`config.mk`:
```
export PLATFORM = sky130hd
export DESIGN_NAME = handshake_arbiter
export DESIGN_NICKNAME = d
export VERILOG_FILES = /design/src/rtl/handshake_arbiter_pkg.sv /design/src/rtl/handshake_arbiter_rr_pick.sv /design/src/rtl/handshake_arbiter.sv
export SDC_FILE = /design/constraint.sdc
export NUM_CORES = 1
export LEC_CHECK = 0
export ABC_AREA = 1
export BUFFER_PORTS_ARGS = -buffer_cell sky130_fd_sc_hd__buf_2
export CAP_MARGIN = 15
export CORE_UTILIZATION = 40
export CTS_CLUSTER_SIZE = 8
export DETAILED_ROUTE_END_ITERATION = 10
export PLACE_DENSITY = 0.61
export SLEW_MARGIN = 20
export SYNTH_ARGS = -nofsm -noshare
export SYNTH_HDL_FRONTEND = slang
export SYNTH_SLANG_ARGS = --single-unit
export TNS_END_PERCENT = 50
```
`constraint.sdc`:
```
create_clock -name clk -period 3.2 [get_ports clk]
set_input_delay 0.96 -clock clk [delete_from_list [all_inputs] [get_ports clk]]
set_output_delay 0.96 -clock clk [all_outputs]
set_load 0.01 [all_outputs]
```
`src/rtl/handshake_arbiter_pkg.sv`:
```
`default_nettype none
//============================================================================
// Module   : handshake_arbiter_pkg
// Purpose  : Shared types and constants for the 4-phase handshake arbiter.
//            Holds the FSM state encoding, the default requester count and
//            watchdog limit, and the watchdog counter width helper.
// Revision : 1.0  initial release
//============================================================================
package handshake_arbiter_pkg;

  localparam int unsigned DEFAULT_N       = 4;
  localparam int unsigned DEFAULT_TIMEOUT = 16;

  typedef enum logic [1:0] {
    S_IDLE = 2'd0,  // waiting for any request
    S_FWD  = 2'd1,  // request forwarded downstream, awaiting next_ack=1
    S_HOLD = 2'd2,  // ack given to owner, awaiting owner request drop
    S_RTZ  = 2'd3   // downstream request dropped, awaiting next_ack=0
  } state_t;

  // Watchdog counter width: enough bits to count 0 .. timeout-1.
  function automatic int unsigned cnt_width(input int unsigned timeout);
    cnt_width = (timeout < 2) ? 1 : $clog2(timeout);
  endfunction

endpackage
`default_nettype wire

```
`src/rtl/handshake_arbiter_rr_pick.sv`:
```
`default_nettype none
//============================================================================
// Module   : rr_pick
// Purpose  : Combinational round-robin selector. Returns the first set
//            request bit at or above i_ptr (wrapping) as a one-hot vector.
// Ports    : i_request [N]  request vector
//            i_ptr     [PW] search start index (0..N-1)
//            o_winner  [N]  one-hot winner, zero when no request
//            o_valid        at least one request is set
// Revision : 1.0  initial release
//============================================================================
module rr_pick #(
  parameter int unsigned N  = 4,
  parameter int unsigned PW = 2
) (
  input  logic [N-1:0]  i_request,
  input  logic [PW-1:0] i_ptr,
  output logic [N-1:0]  o_winner,
  output logic          o_valid
);

  localparam logic [PW:0] c_N_VAL = (PW+1)'(N);

  logic [PW:0]   w_sum;
  logic [PW-1:0] w_idx;
  logic          w_found;

  always_comb begin
    o_winner = '0;
    w_found  = 1'b0;
    w_sum    = '0;
    w_idx    = '0;
    for (int k = 0; k < int'(N); k++) begin
      // ptr + k never exceeds 2N-2, so one conditional subtract wraps it.
      w_sum = {1'b0, i_ptr} + (PW+1)'(k);
      if (w_sum >= c_N_VAL) begin
        w_sum = w_sum - c_N_VAL;
      end
      w_idx = w_sum[PW-1:0];
      if (!w_found && i_request[w_idx]) begin
        o_winner[w_idx] = 1'b1;
        w_found         = 1'b1;
      end
    end
  end

  assign o_valid = |i_request;

endmodule
`default_nettype wire

```
`src/rtl/handshake_arbiter.sv`:
```
`default_nettype none
//============================================================================
// Module   : handshake_arbiter
// Purpose  : Shares one downstream 4-phase request/ack channel among N
//            requesters with round-robin fairness. The FSM walks
//            IDLE -> FWD -> HOLD -> RTZ -> IDLE; all outputs are registered.
// Ports    : clk, reset     clock, synchronous active-high reset
//            request [N]    per-requester 4-phase request
//            ack     [N]    per-requester acknowledge (at most one high)
//            next_request   request to downstream stage
//            next_ack       acknowledge from downstream stage
//            grant   [N]    one-hot channel owner, zero when idle
//            timeout_err    one-cycle pulse on watchdog abort
// Options  : HANDSHAKE_ARB_TIMEOUT_EN  enables the FWD/RTZ watchdog; when
//            undefined the FSM waits indefinitely and timeout_err is 0.
// Revision : 1.0  initial release
//============================================================================
module handshake_arbiter
  import handshake_arbiter_pkg::*;
#(
  parameter int unsigned N       = DEFAULT_N,
  parameter int unsigned TIMEOUT = DEFAULT_TIMEOUT
) (
  input  logic         clk,
  input  logic         reset,
  input  logic [N-1:0] request,
  output logic [N-1:0] ack,
  output logic         next_request,
  input  logic         next_ack,
  output logic [N-1:0] grant,
  output logic         timeout_err
);

  localparam int unsigned PW = (N > 1) ? $clog2(N) : 1;
  localparam logic [PW-1:0] c_LAST_IDX = PW'(N - 1);

  state_t        r_state;
  logic [PW-1:0] r_ptr;
  logic [N-1:0]  r_grant;
  logic [N-1:0]  r_ack;
  logic          r_next_request;

  logic [N-1:0]  w_winner;
  logic          w_valid;
  logic [PW-1:0] w_owner_idx;
  logic [PW-1:0] w_ptr_next;

  rr_pick #(
    .N  (N),
    .PW (PW)
  ) u_rr_pick (
    .i_request (request),
    .i_ptr     (r_ptr),
    .o_winner  (w_winner),
    .o_valid   (w_valid)
  );

  // Encode the current owner so the pointer can move just past it.
  always_comb begin
    w_owner_idx = '0;
    for (int i = 0; i < int'(N); i++) begin
      if (r_grant[i]) begin
        w_owner_idx = PW'(i);
      end
    end
  end

  assign w_ptr_next = (w_owner_idx == c_LAST_IDX) ? '0 : w_owner_idx + PW'(1);

`ifdef HANDSHAKE_ARB_TIMEOUT_EN
  localparam int unsigned CW = cnt_width(TIMEOUT);
  localparam logic [CW-1:0] c_CNT_LAST = CW'(TIMEOUT - 1);

  logic [CW-1:0] r_cnt;
  logic          r_timeout_err;
  logic          w_expired;

  assign w_expired = (r_cnt == c_CNT_LAST);
`endif

  always_ff @(posedge clk) begin
    if (reset) begin
      r_state        <= S_IDLE;
      r_ptr          <= '0;
      r_grant        <= '0;
      r_ack          <= '0;
      r_next_request <= 1'b0;
`ifdef HANDSHAKE_ARB_TIMEOUT_EN
      r_cnt          <= '0;
      r_timeout_err  <= 1'b0;
`endif
    end else begin
`ifdef HANDSHAKE_ARB_TIMEOUT_EN
      r_timeout_err <= 1'b0;
`endif
      case (r_state)
        S_IDLE: begin
          if (w_valid) begin
            r_grant        <= w_winner;
            r_next_request <= 1'b1;
            r_state        <= S_FWD;
`ifdef HANDSHAKE_ARB_TIMEOUT_EN
            r_cnt          <= '0;
`endif
          end
        end

        // Owner's request level is deliberately not looked at here: a drop
        // during FWD is ignored and the handshake runs to completion.
        S_FWD: begin
          if (next_ack) begin
            r_ack   <= r_grant;
            r_state <= S_HOLD;
          end
`ifdef HANDSHAKE_ARB_TIMEOUT_EN
          else if (w_expired) begin
            r_state        <= S_IDLE;
            r_next_request <= 1'b0;
            r_grant        <= '0;
            r_ack          <= '0;
            r_ptr          <= w_ptr_next;
            r_timeout_err  <= 1'b1;
          end else begin
            r_cnt <= r_cnt + CW'(1);
          end
`endif
        end

        S_HOLD: begin
          if ((request & r_grant) == '0) begin
            r_next_request <= 1'b0;
            r_state        <= S_RTZ;
`ifdef HANDSHAKE_ARB_TIMEOUT_EN
            r_cnt          <= '0;
`endif
          end
        end

        S_RTZ: begin
          if (!next_ack) begin
            r_ack   <= '0;
            r_grant <= '0;
            r_ptr   <= w_ptr_next;
            r_state <= S_IDLE;
          end
`ifdef HANDSHAKE_ARB_TIMEOUT_EN
          else if (w_expired) begin
            r_state        <= S_IDLE;
            r_next_request <= 1'b0;
            r_grant        <= '0;
            r_ack          <= '0;
            r_ptr          <= w_ptr_next;
            r_timeout_err  <= 1'b1;
          end else begin
            r_cnt <= r_cnt + CW'(1);
          end
`endif
        end

        default: begin
          r_state <= S_IDLE;
        end
      endcase
    end
  end

  assign ack          = r_ack;
  assign grant        = r_grant;
  assign next_request = r_next_request;

`ifdef HANDSHAKE_ARB_TIMEOUT_EN
  assign timeout_err = r_timeout_err;
`else
  assign timeout_err = 1'b0;
`endif

endmodule
`default_nettype wire

```
Word level (Yosys, flattened, before mapping)
Cells that the tools add are included.
- $lt $le $gt $ge: 12
- multiplexer cells: 44
- reduce and logical (&&, ||, !) cells: 21
- bitwise logic cells: 5
- eq/ne operators: 8
- add/sub/neg operators: 8
- operators with widths (operator ; count):
    $mux 4 ; 7
    $mux 2 ; 11
    $pmux 4 s2 ; 2
    $mux 1 ; 14
    $lt 2x3->1 const B ; 4
    $or 4x4->4 ; 3
    $ge 3x3->1 const B ; 3
    $reduce_and 3->1 ; 3
    $bmux 1 s2 ; 4
    $demux 1 s2 ; 4
    $ge 2x1->1 const B ; 4
    $pmux 2 s4 ; 1
    $sub 2x1->2 const B ; 4
    $logic_and 1x1->1 ; 7
    $add 2x2->3 const B ; 2
    $eq 2x2->1 const B ; 3
    $ne 2x2->1 const B ; 3
    $reduce_bool 2->1 ; 3
    $and 4x4->4 ; 1
    $logic_not 4->1 ; 1
    $reduce_and 4->1 ; 1
    $reduce_or 4->1 ; 1
    $add 2x1->3 const B ; 1
    $ge 2x3->1 const B ; 1
    8 further kinds ; 10
- bits in registers: 13
- output and inout port bits: 10
- input port bits: 7

Logic depth before layout (Yosys ltp)
- depth in word-level cells: 16
- gate-level depth with buffers: 12
- depth with buffers taken out: 11

By module
From an unflattened synthesis, not the netlist that was laid out.
- cells, all modules: 173
- area total of the unflattened synthesis: 1098.6 sq um
- modules (own cells, without submodules) (module ; instances ; cells each ; area an instance (sq um)):
    handshake_arbiter ; 1 ; 99 ; 695.7
    rr_pick ; 1 ; 74 ; 402.9

Least setup slack after synthesis
Ideal clock, no wire load.
- path type: input to register
- start: input port request[3]
- end: register r_grant[0] (netlist: grant[0])
- arrival time: 1711 ps
- data required time: 3132 ps
- stages: 9
- slack: 1421 ps
- path through: nand2_1 nand3_4 nand2_4 nand2_4 nor2_4 nand2_1 nand3_1 nand2_1 a21oi_2
- word-level cells in the longest chain between the ends: 14
- elaborated cells on any way between the ends: 29
- those cells by class: 1 x eq/ne; 17 x mux; 3 x bitwise; 8 x reduce/logical
- ends and longest elaborated chain (element ; line ; source):
    start, declared ; handshake_arbiter.sv:26 ; input logic [N-1:0] request,
    $bmux 1 s2 ; handshake_arbiter_rr_pick.sv:40 ; if (!w_found && i_request[w_idx]) begin
    $mux 1 (implied by the code) ; handshake_arbiter_rr_pick.sv:40 ;
    $mux 1 ; handshake_arbiter_rr_pick.sv:40 ;
    $logic_not 1->1 ; handshake_arbiter_rr_pick.sv:40 ;
    $logic_and 1x1->1 ; handshake_arbiter_rr_pick.sv:40 ;
    $mux 1 ; handshake_arbiter_rr_pick.sv:40 ;
    $logic_not 1->1 ; handshake_arbiter_rr_pick.sv:40 ;
    $logic_and 1x1->1 ; handshake_arbiter_rr_pick.sv:40 ;
    $mux 1 ; handshake_arbiter_rr_pick.sv:40 ;
    $logic_not 1->1 ; handshake_arbiter_rr_pick.sv:40 ;
    $logic_and 1x1->1 ; handshake_arbiter_rr_pick.sv:40 ;
    $mux 4 ; handshake_arbiter_rr_pick.sv:40 ;
    $mux 4 ; handshake_arbiter.sv:98 ; if (w_valid) begin
    $pmux 4 s2 ; handshake_arbiter.sv:96 ; case (r_state)
    end signal, assigned ; handshake_arbiter.sv:99 ; r_grant <= w_winner;
    end, declared ; handshake_arbiter.sv:39 ; logic [N-1:0] r_grant;
Parallel ways exist; a longest one is shown, timed or not. The select of a mux whose other input is x is not followed.
A chain may end at the register's enable or synchronous reset.

Worst setup path in the final report
- start: register r_ptr[0]
- end: register r_grant[0] (netlist: grant[0])
- word-level cells in the longest chain between the ends: 16
- elaborated cells on any way between the ends: 61
- those cells by class: 7 x add/sub; 12 x order compare; 29 x mux; 3 x bitwise; 10 x reduce/logical
- ends and longest elaborated chain (element ; line ; source):
    start, declared ; handshake_arbiter.sv:38 ; logic [PW-1:0] r_ptr;
    start signal, assigned ; handshake_arbiter.sv:143 ; r_ptr <= w_ptr_next;
    parallel branches: the longest is 13 deep, another holds $add 2x1->3 ; -- ;
    $mux 4 (*) ; handshake_arbiter_rr_pick.sv:40 ;
    $mux 4 (*) ; handshake_arbiter.sv:98 ;
    $pmux 4 s2 (*) ; handshake_arbiter.sv:96 ;
Mark *: on every way between the ends. The select of a mux whose other input is x is not followed.

==> qor.csv <==
metric;value;unit
maxSlewViolCount;0;
holdPathStages;2;
root_buffer;clkbuf_4;
synth.avg_cell_area;6.84;um^2
place_congestion;0.902;
syn-num-nets;183;
start_kind;flop;
cp_max_fo;12;
path_cells;inv_6 -> ha_1 -> inv_1 -> nand3_1 -> nand2_1 -> nand2_4 -> nor2_4 -> nand2_1 -> nand3_1 -> nand2_1 -> a21oi_2;
wl_per_cell;11.6;um
drive_gt1_share;19.0;%
worst_path_largest_cell_delay;0.66;ns
yosys.area.top_type;dfxtp_1;
worst_pin_slew;0.535;ns
power_density;541;mW/mm^2
clock_path_buffers;2;
setup_viol;0;
numCtsBuffers;3;
async_flop_share;0;%
mappedNetlistArea;0.00111;mm^2
synth_top_family_by_area;simple AND/OR/NAND/NOR gates;
rows;18;
core-area;0.00254;mm^2
final_common_cell;nand2_1;
cts_hold_buffers;0;
worstHoldPathType;flop to flop;
outcome;completed;
clock-sinks;13;
die_h;54.8;um
synth_compound_area_share;11.2;%
grt_first_pass_wirelength;4090;um
ys_seq_area_share;23.3;%
die-area;0.00300;mm^2
synth_enable_flop_cells;0;
tritoncts;done;
portBuffers;15;
grt_usage;18.8;%
hp-start;next_request;
p_comb_share;49.6;%
rsz0062_at_grt;false;
post-place-ws;1.14;ns
synth_cells;163;
cp.arrival;2.25;ns
nets;200;
route.detailed.drc;0;
diodes;0;
critPathKind;flop to flop;
grt_pass1_vias;922;
setup_ws;1.17;ns
r2r-start;r_ptr[0];
synthMuxAreaShare;0;%
ctsResizeCount;0;
synth_top_area_share;23.3;%
clock_skew;0.00186;ns
dr.pass1.iters;4;
crit_path_frequent_cell;nand2_1;
start_util;43.8;%
via_per_inst;5.32;
totalNegativeSetupSlack;0;ns
vias;1112;
maxSlewHeadroom;64.3;%
die_x;54.8;um
ant_nets;0;
postCtsSetupRepairBufs;0;
drtIter0Drc;47;
grt_overflow;0;
crit_slowest_cell;dfxtp_1;
switchingPower;0.303;mW
instances_no_fill;209;
max_freq;493;MHz
worstSetupStartpoint;r_ptr[0];
rr_worst_depth;11;
end_kind;flop;
synth_xor_area_share;0;%
area_growth;10.4;%
total_leakage_power;0.575;nW
synth_seq_cells;13;
dp_hpwl;1920;um
synth.area.top_cells;dfxtp_1 (23%), ha_1 (15%), nand2_1 (14%), nand3_1 (13%), inv_1 (6.7%);
internal_power;0.363;mW
clk_latency;0.28;ns
routed_wl;2410;um
fillers;273;
io_pins;17;
dominantRegCellSynth;dfxtp_1;
finalHoldViolations;0;
fin_total_pwr;0.666;mW
utilization;48.4;%
yosysUniqueCellTypes;24;
swShare;45.5;%
required;3.42;ns
ir_worst_vdd;580;uV
fin_crit;2.03;ns
clkPwrFrac;15.9;%
clk_pin_slew;0.08;ns
dp.cells;205;
seqPwrFrac;34.5;%
yosys.area_share.simple;40.0;%
synth-adder-area-share;14.6;%
htreeDepth;1;
grt_start_max_net_pins;13;
period_share;63.4;%
maxCapViolations;0;
layout_common_cells;nand2_1 (42), nand3_1 (29), inv_1 (20);
antenna_found_initial;0;
synth_warnings;0;
## flip-flops by register name, indices dropped and copies added, names as in the netlist
| signal | flops |
|---|---|
| r_state | 2 |
| r_ptr | 2 |
| next_request | 1 |
| grant | 4 |
| ack | 4 |
## power groups by stage
stage          registers (mW)  logic [mW]  clock network (mW)
2_1_floorplan           0.229       0.252                   0
3_3_place_gp            0.231       0.323                   0
3_5_place_dp            0.233       0.330                   0
4_1_cts                 0.229       0.331               0.106
5_1_grt                 0.235       0.383               0.115
6_report                0.230       0.330               0.106
## cell type report
class,count,area (um^2),area share (%)
sequential,13,260,21.1
tap,30,37.5,3.05
inverter,24,95.1,7.72
multi-input combinational,123,737,59.9
timing repair buffer,15,75.1,6.10
clock buffer,4,26.3,2.13
## synthesized netlist by cell type (3+ instances only)
library cell  instances
nand4_1               5
inv_1                20
o21ai_1               3
nand2_1              42
a21oi_1               9
inv_2                 3
ha_1                 13
nand2_4               3
dfxtp_1              13
a21oi_2               4
nand3_1              29
o21ai_0               3
## per-stage QoR
step	hold WS [ns]	area, um^2
6_report	0.458	1230
5_1_grt	0.476	1230
3_5_place_dp	0.448	1200
3_3_place_gp	0.428	1200
4_1_cts	0.464	1230
2_1_floorplan	0.465	1110
## worst max-delay path, delay by kind of cell, from the launching register on
kind	cells	cell delay (ns)
flip-flops	1	0.66
AND/OR/NAND/NOR	7	0.63
adder cells (fa/ha/maj)	1	0.36
buffers and inverters	2	0.21
AO/OA/AOI/OAI	1	0.10
## per-layer routing
layer	routed length [um]	global-route usage (%)	share of wire [%]	up-vias
met5	0	0	0	-
met4	0	0	0	0
met3	182	5.83	7.5	0
met2	1080	27.9	45	39
met1	1150	27.7	48	506
li1	-	-	-	567
## path summary, 6_finish.rpt
path	to	slack (ns)
min	next_request	0.46
max reg2reg	grant[0]	1.17
min reg2reg	next_request	0.46
max	grant[0]	1.17
## logic make-up (layout without fill, tap and decap cells)
kind of cell    count (synthesis)  after routing
compound gates                 21             21
fa+ha+maj                      13             13
buf+inv                        27             43
flops                          13             13
other cells                     1              1
simple gates                   88             88
Note: power is estimated with default switching activity, not from simulation.
